### src/rtl/bram_arb_pkg.sv
// Shared types and constants for the BRAM port arbiter.
package bram_arb_pkg;

   // Top-level sequencer states: arbitrate requests, or sweep zeros through the array.
   typedef enum logic {
      IDLE  = 1'b0,
      CLEAR = 1'b1
   } state_t;

   // Requester ids, also used as values of the round-robin priority pointer.
   localparam logic PORT0 = 1'b0;
   localparam logic PORT1 = 1'b1;

endpackage

### src/rtl/rr_arb2.sv
// Two-input round-robin arbiter: the pointer names the favoured requester
// and moves to the other one after every grant.
module rr_arb2
   import bram_arb_pkg::*;
(
   input  logic clk,
   input  logic rst_n,
   input  logic req0,
   input  logic req1,
   output logic grant0,
   output logic grant1
);

   logic prio;

   // Grant a lone requester outright; on contention follow the pointer.
   always_comb begin
      grant0 = req0 && (!req1 || (prio == PORT0));
      grant1 = req1 && (!req0 || (prio == PORT1));
   end

   // Hand priority to the requester that was not just served.
   // NOTE: state registers use <= so every flop samples pre-edge values.
   always_ff @(posedge clk or negedge rst_n) begin
      if (!rst_n) begin
         prio <= PORT0;
      end else if (grant0) begin
         prio <= PORT1;
      end else if (grant1) begin
         prio <= PORT0;
      end
   end

endmodule

### src/rtl/bram_port_arbiter.sv
// Shares one SRAM port between two requesters with round-robin arbitration
// and provides a zero-fill sweep of the whole array on command.
module bram_port_arbiter
   import bram_arb_pkg::*;
#(
   parameter int ADDR_W = 10,
   parameter int DATA_W = 16
) (
   input  logic              UserCLK,
   input  logic              RESET_N,
   input  logic              configured,
   input  logic              rq0_valid,
   output logic              rq0_ready,
   input  logic              rq0_we,
   input  logic [ADDR_W-1:0] rq0_addr,
   input  logic [DATA_W-1:0] rq0_wdata,
   input  logic [DATA_W-1:0] rq0_bm,
   input  logic              rq1_valid,
   output logic              rq1_ready,
   input  logic              rq1_we,
   input  logic [ADDR_W-1:0] rq1_addr,
   input  logic [DATA_W-1:0] rq1_wdata,
   input  logic [DATA_W-1:0] rq1_bm,
   output logic              rs0_valid,
   output logic [DATA_W-1:0] rs0_data,
   output logic              rs1_valid,
   output logic [DATA_W-1:0] rs1_data,
   input  logic              clear_start,
   output logic              clear_busy,
   output logic [ADDR_W-1:0] sram_addr,
   output logic [DATA_W-1:0] sram_din,
   output logic [DATA_W-1:0] sram_bm,
   output logic              sram_wen,
   output logic              sram_ren,
   output logic              sram_men,
   input  logic [DATA_W-1:0] sram_dout
);

   localparam logic [ADDR_W-1:0] CNT_MAX = '1;

   state_t            state, state_d;
   logic [ADDR_W-1:0] cnt, cnt_d;
   logic              req_ok;
   logic              grant0, grant1;
   logic              rd_grant;
   logic              rd_port;

   // Requests compete only in IDLE, when configured, out of reset, and not
   // in a cycle where a clear command takes precedence.
   assign req_ok = RESET_N && configured && !clear_start && (state == IDLE);

   rr_arb2 u_arb (
      .clk    (UserCLK),
      .rst_n  (RESET_N),
      .req0   (rq0_valid && req_ok),
      .req1   (rq1_valid && req_ok),
      .grant0 (grant0),
      .grant1 (grant1)
   );

   assign rq0_ready = grant0;
   assign rq1_ready = grant1;

   // Read tag for this cycle's grant; the response shows up next cycle.
   assign rd_grant = (grant0 && !rq0_we) || (grant1 && !rq1_we);
   assign rd_port  = grant1 ? PORT1 : PORT0;

   // Read data comes straight from the macro; only the valids are registered.
   assign rs0_data   = sram_dout;
   assign rs1_data   = sram_dout;
   assign clear_busy = (state == CLEAR);

   // Next-state, sweep counter and SRAM port drive.
   // NOTE: every output gets a default first so no path infers a latch.
   always_comb begin
      state_d   = state;
      cnt_d     = cnt;
      sram_addr = '0;
      sram_din  = '0;
      sram_bm   = '0;
      sram_wen  = 1'b0;
      sram_ren  = 1'b0;
      sram_men  = 1'b0;
      case (state)
         IDLE: begin
            if (grant0) begin
               sram_addr = rq0_addr;
               sram_din  = rq0_wdata;
               sram_bm   = rq0_bm;
               sram_men  = 1'b1;
               sram_wen  = rq0_we;
               sram_ren  = !rq0_we;
            end else if (grant1) begin
               sram_addr = rq1_addr;
               sram_din  = rq1_wdata;
               sram_bm   = rq1_bm;
               sram_men  = 1'b1;
               sram_wen  = rq1_we;
               sram_ren  = !rq1_we;
            end
            if (RESET_N && configured && clear_start) begin
               state_d = CLEAR;
               cnt_d   = '0;
            end
         end
         CLEAR: begin
            if (!configured) begin
               state_d = IDLE;
               cnt_d   = '0;
            end else begin
               sram_addr = cnt;
               sram_bm   = '1;
               sram_wen  = 1'b1;
               sram_men  = 1'b1;
               if (cnt == CNT_MAX) begin
                  state_d = IDLE;
                  cnt_d   = '0;
               end else begin
                  cnt_d = cnt + 1'b1;
               end
            end
         end
         default: begin
            state_d = IDLE;
            cnt_d   = '0;
         end
      endcase
   end

   // State and sweep counter registers.
   always_ff @(posedge UserCLK or negedge RESET_N) begin
      if (!RESET_N) begin
         state <= IDLE;
         cnt   <= '0;
      end else begin
         state <= state_d;
         cnt   <= cnt_d;
      end
   end

   // One-cycle read-response valids, steered by the granted port id.
   always_ff @(posedge UserCLK or negedge RESET_N) begin
      if (!RESET_N) begin
         rs0_valid <= 1'b0;
         rs1_valid <= 1'b0;
      end else begin
         rs0_valid <= rd_grant && (rd_port == PORT0);
         rs1_valid <= rd_grant && (rd_port == PORT1);
      end
   end

endmodule

### config.mk
export PLATFORM = sky130hd
export DESIGN_NAME = bram_port_arbiter
export DESIGN_NICKNAME = d
export VERILOG_FILES = /design/src/rtl/bram_arb_pkg.sv /design/src/rtl/rr_arb2.sv /design/src/rtl/bram_port_arbiter.sv
export SDC_FILE = /design/constraint.sdc
export NUM_CORES = 1
export LEC_CHECK = 0
export BUFFER_PORTS_ARGS = -buffer_cell sky130_fd_sc_hd__buf_4
export CAP_MARGIN = 10
export CORE_MARGIN = 3
export CORE_UTILIZATION = 33
export DETAILED_ROUTE_END_ITERATION = 10
export PLACE_DENSITY = 0.81
export SYNTH_ARGS = -nofsm -noshare
export SYNTH_HDL_FRONTEND = slang
export SYNTH_SLANG_ARGS = --single-unit
export TNS_END_PERCENT = 1
### constraint.sdc
create_clock -name UserCLK -period 2.8 [get_ports UserCLK]
set_input_delay 0.7 -clock UserCLK [delete_from_list [all_inputs] [get_ports UserCLK]]
set_output_delay 0.7 -clock UserCLK [all_outputs]
set_load 0.05 [all_outputs]
==> impl_metrics.json <==
{
  "drt_iter0_markers": 83,
  "clock_latency_ns": 0.24,
  "grt_antenna_before_repair": 0,
  "synth_edf_count": 0,
  "grt_max_degree": 26,
  "drt_first_pass_iters": 4,
  "place.gp.congestion": 0.843,
  "synth_top_area_cell": "dfrtp_1",
  "synth_fa_ha_area_frac": 0.00806,
  "synth_area_um2": 1550,
  "synth_area_leaders": "dfrtp_1 23%, buf_4 16%, a221oi_1 9.6%, a22o_1 9.0%, a222oi_1 6.5%",
  "p_per_area_nw_per_um2": 329,
  "grt_use_total": 0.192,
  "synth_top_area_frac": 0.226,
  "synthFlopType": "dfrtp_1",
  "crit_path_start_kind": "input pin",
  "tightest_slew_ns": 0.559,
  "post_drt_wl_per_cell_um": 17.1,
  "status": "finished clean",
  "drive_above_1_share": 0.543,
  "synthMostInstantiatedCell": "buf_4",
  "cts_hold_buf": 0,
  "fin_skew_ns": 0.00192,
  "grt_setup_unrepaired": "no",
  "dieArea_um2": 5560,
  "h-tree-depth": 1,
  "setup.worst_path.end_class": "output port",
  "crit_path_max_fanout": 12,
  "syn_inst": 195,
  "synthSimpleGateAreaFrac": 0.165,
  "ant_nets": 0,
  "tritoncts": "yes",
  "final_util": 0.567,
  "synth_top_family_by_area": "compound AO/OA/AOI/OAI gates",
  "port-buffer-count": 141,
  "synth_mux_area_frac": 0,
  "hpwl_mm": 4.69,
  "cpPeakStageDelay_ns": 0.37,
  "finalHoldViolCount": 0,
  "synth_xor_area_frac": 0.0169,
  "drt-total-wl_mm": 6.01,
  "gr-total-overflow": 0,
  "arrival_ns": 2.05,
  "finalCritPeriodShare": 0.983,
  "required_ns": 2.10,
  "synth_common_cells": "34 x buf_4, 18 x nor2_1, 17 x a221oi_1",
  "ios": 190,
  "setup_viol_count_final": 0,
  "ir_drop_uv": 305,
  "rows": 24,
  "clk_pin_slew_ns": 0.06,
  "final.setup.worst_slack_ns": 0.0480,
  "ys_seq_area_frac": 0.226,
  "drc_errors": 0,
  "final.min_clock_period_ns": 2.75,
  "grt_pass1_vias": 1817,
  "crit_type": "in -> out",
  "cts_setup_buffers": 0,
  "area_growth_pct": 62.3,
  "core_area_um2": 4440,
  "nets": 410,
  "max_freq_ghz": 0.363,
  "synth_fp_nets": 304,
  "die_w_um": 74.6,
  "avgViaCountPerCell": 5.48,
  "relSlewSlack": 0.628,
  "insertedDiodeCount": 0,
  "ys_async_sr_fraction": 1.00,
  "yosysWarnings": 0,
  "netlist-cell-type-count": 36,
  "crit_slowest_cell": "a221oi_1",
  "max-cap-violations": 0,
  "hp-class": "in -> async",
  "cts_buffers": 3,
  "die_h_um": 74.6,
  "synth-seq-cells": 14,
  "pre_cts_slack_ns": 0.00743,
  "p_leak_nw": 1.34,
  "vias": 1929,
  "grt_pass1_wl_mm": 8.46,
  "cts_root_buf": "clkbuf_8",
  "synth_compound_area_frac": 0.333,
  "cts_sinks": 14,
  "syn_avg_cell_area_um2": 7.96,
  "initial_core_util": 0.349,
  "crit_chain": "buf_4 -> and4bb_2 -> and3_4 -> buf_4 -> a221oi_1 -> nor2_2 -> buf_4",
  "clock_path_buffers": 2,
  "final-max-slew-violation-count": 0,
  "crit_top_cell": "buf_4",
  "post_cts_resized": 0
}
-- metrics by stage --
step	hold slack, ns	TNS (ns)	total power [mW]	cells	cell area, µm²
finish	0.401	0	0.830	352	2520
global route	0.411	0	0.867	352	2520
CTS	0.408	0	0.830	352	2490
detailed placement	0.483	0	0.635	348	2430
global placement	0.473	0	0.630	348	2430
floorplan	0.404	-1.25	0.569	195	1550
-- state kept, by name (all words and copies together) (netlist names) --
| register | count |
|---|---|
| clear_busy | 1 |
| cnt | 10 |
| rs0_valid | 1 |
| rs1_valid | 1 |
| u_arb.prio | 1 |
-- critical path: cells and delay by family --
family / cells / cell delay [ns]
compound gates: 1 / 0.37
simple gates: 3 / 0.52
buf+inv: 3 / 0.47
-- worst paths after layout --
| path | from | to | slack [ns] | cells past startpoint |
|---|---|---|---|---|
| max in group asynchronous | RESET_N | cnt[4]$_DFFE_PN0P_ | 2.21 | 2 |
| min in group UserCLK | u_arb.prio$_DFFE_PN0P_ | u_arb.prio$_DFFE_PN0P_ | 0.50 | 1 |
| hold / removal | RESET_N | cnt[1]$_DFFE_PN0P_ | 0.40 | 2 |
| setup reg to reg | clear_busy$_DFF_PN0_ | cnt[4]$_DFFE_PN0P_ | 1.01 | 4 |
| hold reg to reg | u_arb.prio$_DFFE_PN0P_ | u_arb.prio$_DFFE_PN0P_ | 0.50 | 1 |
| setup / recovery | clear_start | sram_bm[10] | 0.05 | 7 |
-- power by group --
part / internal (mW) / leakage [nW] / switching [mW] / total (mW)
registers: 0.212 / 0.192 / 0.0104 / 0.223
clock network: 0.124 / 0.0288 / 0.0719 / 0.196
logic: 0.176 / 1.12 / 0.234 / 0.411
total: 0.513 / 1.34 / 0.317 / 0.830
-- layer usage --
layer | track usage | routed length (µm) | vias up
met5 | 0 | 0 | -
li1 | - | - | 914
met1 | 0.236 | 2350 | 917
met3 | 0.0365 | 513 | 7
met4 | 0.0415 | 61 | 0
met2 | 0.345 | 3090 | 91
-- cell type report --
type / count / area [µm²]
Fill cell: 416 / 1930
Timing Repair Buffer: 151 / 1170
Multi-Input combinational cell: 119 / 830
Sequential cell: 14 / 350
Tap cell: 52 / 65.1
Clock buffer: 4 / 55.1
Inverter: 12 / 45.0
-- layout by cell type (no fill, tap or decap) --
master | Yosys | routed
nor3b_1 | 1 | 1
nand2b_1 | 1 | 1
buf_6 | 3 | 4
or2_2 | 1 | 1
and2_1 | 1 | 1
buf_12 | 0 | 2
o41ai_1 | 1 | 1
nor4_1 | 1 | 1
dfrtp_1 | 14 | 14
a21oi_1 | 5 | 5
and4_1 | 1 | 1
a22o_1 | 16 | 16
nor2b_1 | 4 | 2
o31ai_1 | 1 | 1
nor3_1 | 1 | 1
buf_4 | 34 | 145
a31oi_1 | 3 | 3
o21ai_0 | 7 | 7
nand4_1 | 4 | 4
or3_1 | 2 | 2
a222oi_1 | 10 | 10
and3_1 | 3 | 1
xnor2_1 | 3 | 3
clkbuf_8 | 0 | 4
nor2b_2 | 0 | 2
nor2_2 | 0 | 1
and4bb_2 | 0 | 1
o22ai_1 | 1 | 1
a21o_1 | 1 | 1
ha_1 | 1 | 1
nand3_1 | 3 | 3
nor2_1 | 18 | 17
nand2_1 | 9 | 9
inv_1 | 12 | 12
and3_4 | 0 | 2
a32o_1 | 1 | 1
a31o_2 | 1 | 1
a221oi_1 | 17 | 17
-- cell families (layout without fill, tap and decap cells) --
family                     Yosys count  in the layout
and+or+nand+nor                     51             51
adders and majority gates            1              1
AOI/OAI and AO/OA                   64             64
buffers and inverters               62            167
DFF                                 14             14
xor gates and xnor gates             3              3
Power figures use the tool's default switching activity.
